===== src/rtl/operand_loader.sv =====
// operand_loader: loads two operands into the core's R1/R2, runs it frozen-free,
// and hands the captured result downstream over a valid/ready port.
module operand_loader #(
  parameter int WIDTH   = 4,
  parameter int TIMEOUT = 16
) (
  input  logic             clk,
  input  logic             rst,
  input  logic             in_valid,
  output logic             in_ready,
  input  logic [WIDTH-1:0] in_data,
  output logic             wr_R1,
  output logic             wr_R2,
  output logic [WIDTH-1:0] wr_data,
  output logic             core_rst,
  output logic             E,
  input  logic             LD_outr,
  input  logic [WIDTH-1:0] outr,
  output logic             res_valid,
  input  logic             res_ready,
  output logic [WIDTH-1:0] res_data,
  output logic             busy,
  output logic             err
);
  localparam int CW = $clog2(TIMEOUT);
  localparam logic [CW-1:0] LAST = CW'(TIMEOUT - 1);
  typedef enum logic [2:0] {IDLE, LOAD_B, ARM, RUN, DONE} state_t;
  state_t r_state, w_state_nx;
  logic [CW-1:0] r_cnt, w_cnt_nx;
  logic r_wr_r1, r_wr_r2, r_core_rst, r_e, r_res_valid, r_err;
  logic w_wr_r1_nx, w_wr_r2_nx, w_core_rst_nx, w_e_nx, w_res_valid_nx, w_err_nx;
  logic [WIDTH-1:0] r_wr_data, r_res_data, w_wr_data_nx, w_res_data_nx;
  logic w_hs;
  assign in_ready  = (r_state == IDLE) || (r_state == LOAD_B);
  assign busy      = r_state != IDLE;
  assign w_hs      = in_valid & in_ready;
  assign wr_R1     = r_wr_r1;
  assign wr_R2     = r_wr_r2;
  assign wr_data   = r_wr_data;
  assign core_rst  = r_core_rst;
  assign E         = r_e;
  assign res_valid = r_res_valid;
  assign res_data  = r_res_data;
  assign err       = r_err;
  always_ff @(posedge clk or posedge rst)
    if (rst) r_state <= IDLE;
    else     r_state <= w_state_nx;
  always_comb begin
    w_state_nx     = r_state;
    w_cnt_nx       = r_cnt;
    w_wr_r1_nx     = 1'b0;
    w_wr_r2_nx     = 1'b0;
    w_wr_data_nx   = r_wr_data;
    w_core_rst_nx  = r_core_rst;
    w_e_nx         = r_e;
    w_res_valid_nx = r_res_valid;
    w_res_data_nx  = r_res_data;
    w_err_nx       = r_err;
    case (r_state)
      IDLE: begin
        w_e_nx        = 1'b1;
        w_core_rst_nx = 1'b1;
        if (w_hs) begin
          w_wr_data_nx = in_data;
          w_wr_r1_nx   = 1'b1;
          w_state_nx   = LOAD_B;
        end
      end
      LOAD_B: if (w_hs) begin
        w_wr_data_nx = in_data;
        w_wr_r2_nx   = 1'b1;
        w_state_nx   = ARM;
      end
      ARM: begin
        w_cnt_nx      = '0;
        w_e_nx        = 1'b0;
        w_core_rst_nx = 1'b0;
        w_state_nx    = RUN;
      end
      RUN: begin
        w_cnt_nx = r_cnt + 1'b1;
        // a result arriving on the timeout cycle still counts as success
        if (LD_outr) begin
          w_res_data_nx  = outr;
          w_res_valid_nx = 1'b1;
          w_e_nx         = 1'b1;
          w_state_nx     = DONE;
        end else if (r_cnt == LAST) begin
          w_err_nx      = 1'b1;
          w_e_nx        = 1'b1;
          w_core_rst_nx = 1'b1;
          w_state_nx    = IDLE;
        end
      end
      DONE: if (res_ready) begin
        w_res_valid_nx = 1'b0;
        w_core_rst_nx  = 1'b1;
        w_state_nx     = IDLE;
      end
      default: w_state_nx = IDLE;
    endcase
  end
  always_ff @(posedge clk or posedge rst)
    if (rst) begin
      r_cnt       <= '0;
      r_wr_r1     <= 1'b0;
      r_wr_r2     <= 1'b0;
      r_wr_data   <= '0;
      r_core_rst  <= 1'b1;
      r_e         <= 1'b1;
      r_res_valid <= 1'b0;
      r_res_data  <= '0;
      r_err       <= 1'b0;
    end else begin
      r_cnt       <= w_cnt_nx;
      r_wr_r1     <= w_wr_r1_nx;
      r_wr_r2     <= w_wr_r2_nx;
      r_wr_data   <= w_wr_data_nx;
      r_core_rst  <= w_core_rst_nx;
      r_e         <= w_e_nx;
      r_res_valid <= w_res_valid_nx;
      r_res_data  <= w_res_data_nx;
      r_err       <= w_err_nx;
    end
endmodule


===== config.mk =====
export PLATFORM = sky130hd
export DESIGN_NAME = operand_loader
export DESIGN_NICKNAME = d
export VERILOG_FILES = /design/src/rtl/operand_loader.sv
export SDC_FILE = /design/constraint.sdc
export NUM_CORES = 1
export LEC_CHECK = 0
export BUFFER_PORTS_ARGS = -buffer_cell sky130_fd_sc_hd__buf_4
export CAP_MARGIN = 0
export CORE_MARGIN = 3
export CORE_UTILIZATION = 33
export DETAILED_ROUTE_END_ITERATION = 10
export SLEW_MARGIN = 5
export SYNTH_ARGS = -nofsm -noshare
export SYNTH_HDL_FRONTEND = slang
export SYNTH_SLANG_ARGS = --single-unit

===== constraint.sdc =====
create_clock -name clk -period 1.8 [get_ports clk]
set_input_delay 0.36 -clock clk [delete_from_list [all_inputs] [get_ports clk]]
set_output_delay 0.36 -clock clk [all_outputs]
set_load 0.005 [all_outputs]

==> results.yml <==
run_status:
  status: "complete, no violations"
synth:
  seq_area_frac_synth_pct: 55.2
  async_flop_share_pct: 100
  yosysTopAreaCell: "dfrtp_1"
  synth.distinct_cells: 31
  avgSynthCellArea_um2: 12.8
  synth_top_area_share_pct: 49.7
  synthesis.area_um2: 957
  ys_seq_elements: 21
  ys.flop_type: "dfrtp_1"
  synth.top_cells.by_area: "dfrtp_1, mux2_4, dfstp_2"
  synth_nets: 89
  synth_warnings: 0
  syn_inst: 75
  synth-edff-count: 0
cells_and_area:
  fillCellCount: 243
  final_common_cell: "buf_4"
  multi_input_area_um2: 392
  final_area_um2: 1210
  antenna_cells: 0
  finish.utilization_pct: 46.3
  seqCellArea_um2: 529
  final_cell_mix: "buf_4, dfrtp_1, nand2_1, o21ai_0"
  area_delta_synth_final_pct: 26.4
  drive_above_1_share_pct: 46.7
  final_nets: 120
placement:
  postPlaceCellArea_um2: 1180
  hpwlAfterDp_um: 1320
  globalplace.congestion: 0.764
  io_buffers: 28
pwr:
  ir_drop_uv: 823
  cellLeakagePower_nw: 0.575
  power.total_mw: 1.92
  cellPowerDensity_nw_per_um2: 1580
timing:
  rsz0062_at_grt: "no"
  slew_viol_final: 0
  tns_ns: 0
  min_period_ns: 1.66
  finalSetupViolCount: 0
  clock_skew_ns: 0.00261
  worst_hold_slack_ns: 0.0762
  fmax_mhz: 603
  tightest_slew_ns: 0.380
  min_period_over_period_pct: 92.2
  hold_violations: 0
  maxSlewHeadroom_pct: 74.7
run:
  maxCapViolCount: 0
global_routing:
  grt_pass1_vias: 647
  grt_overflow: 0
  grt_max_degree: 22
  antenna_found_initial: 0
  grt_pass1_wl_um: 2840
  grt_usage_pct: 10.4
floorplan:
  die_width_um: 59.9
  dieHeight_um: 59.9
  num_rows: 18
  die_area_um2: 3580
  core_um2: 2610
  ios: 29
  start_util_pct: 36.6
worst_setup_path:
  slowest_delay_ns: 0.53
  path_max_fanout: 9
  worstSetupPathType: "reg -> out"
  start_kind: "flop"
  cp.required_ns: 1.44
  path_cells: "nor2_1, nand2_1, buf_4"
  cp_top_family: "flip-flops"
  cp_num_buf_inv: 1
  slowest_stage: "dfrtp_1"
  arrival_ns: 1.30
  cp-end-kind: "output pin"
clock_network:
  path_clk_slew_ns: 0.11
  cts_tree: "done"
  post_cts_resized: 0
  insertion_delay_ns: 0.29
  numCtsBuffers: 3
  ctsLongestPathBuffers: 2
  post_cts_buffers: 0
  clockRootBuffer: "clkbuf_4"
  htreeDepth: 1
  cts_sinks: 21
  postCtsHoldBufs: 0
route:
  detail_route.vias_per_cell: 4.89
  wirelength_um: 1710
  wire_per_inst_um: 12.6
  post-route-drc-count: 0
  dr.pass1.iters: 4
  vias: 660
  first_iter_violations: 19
  ant_nets: 0
hold_path:
  worstHoldPathType: "in -> async"
path summary, 6_finish.rpt:
check                           startpoint     endpoint  slack, ns  cells past startpoint
worst min register to register         err          err       0.48                      1
worst max register to register  r_state[1]  res_data[3]       0.42                      3
min in group clk                 res_ready   r_state[2]       0.23                      2
worst min-delay path                   rst  res_data[3]       0.08                      3
max in group asynchronous              rst            E       1.46                      3
worst max-delay path            r_state[1]         busy       0.14                      3
worst min-delay path: cells and delay by family:
family / cells / cell delay [ns]
buf+inv: 3 / 0.41
synthesized netlist by cell type, types with 2 or more instances:
| library cell | n |
|---|---|
| a21oi_1 | 4 |
| mux2_4 | 4 |
| dfrtp_1 | 19 |
| nand3_1 | 3 |
| nand2_1 | 6 |
| inv_1 | 2 |
| nor2_1 | 2 |
| nand2b_1 | 2 |
| o21ai_0 | 6 |
| buf_6 | 2 |
| dfstp_2 | 2 |
| mux2_2 | 4 |
per-stage QoR:
stage / setup WS [ns] / std cells
floorplan: 0.574 / 75
global placement: 0.427 / 131
detailed placement: 0.371 / 131
CTS: 0.0817 / 135
global route: 0.0238 / 135
finish: 0.141 / 135
flip-flops by register name, indices dropped and copies added (netlist names):
register / flops
E: 1
core_rst: 1
err: 1
r_cnt: 4
r_state: 3
res_data: 4
res_valid: 1
wr_R1: 1
wr_R2: 1
wr_data: 4
final cells by class:
class	instances	area share, %
multi-input cells	49	32.4
inverters	2	0.620
flip-flops and latches	21	43.7
well taps	30	3.10
clock buffers	4	2.17
repair buffers	29	18.0
cell families (layout without fill, tap and decap cells):
family / after synthesis / after routing / share of synthesized area [%]
AOI/OAI and AO/OA: 15 / 15 / 9.80
xor gates and xnor gates: 1 / 1 / 0.915
adders and majority gates: 1 / 1 / 1.31
buffers and inverters: 5 / 35 / 3.92
DFF: 21 / 21 / 55.2
muxes: 9 / 9 / 12.0
and+or+nand+nor: 23 / 23 / 16.9
where the power goes:
group	total (mW)	internal [mW]	switching (mW)
registers	0.913	0.694	0.218
logic	0.785	0.492	0.293
clock network	0.218	0.0863	0.131
metal layers:
layer | up-vias | wire, um | global-route usage [%]
li1 | 327 | - | -
met1 | 310 | 782 | 13.9
met2 | 23 | 760 | 15.9
met3 | 0 | 161 | 5.62
met4 | 0 | 0 | 0
met5 | - | 0 | 0
(Power assumes the default switching activity.)
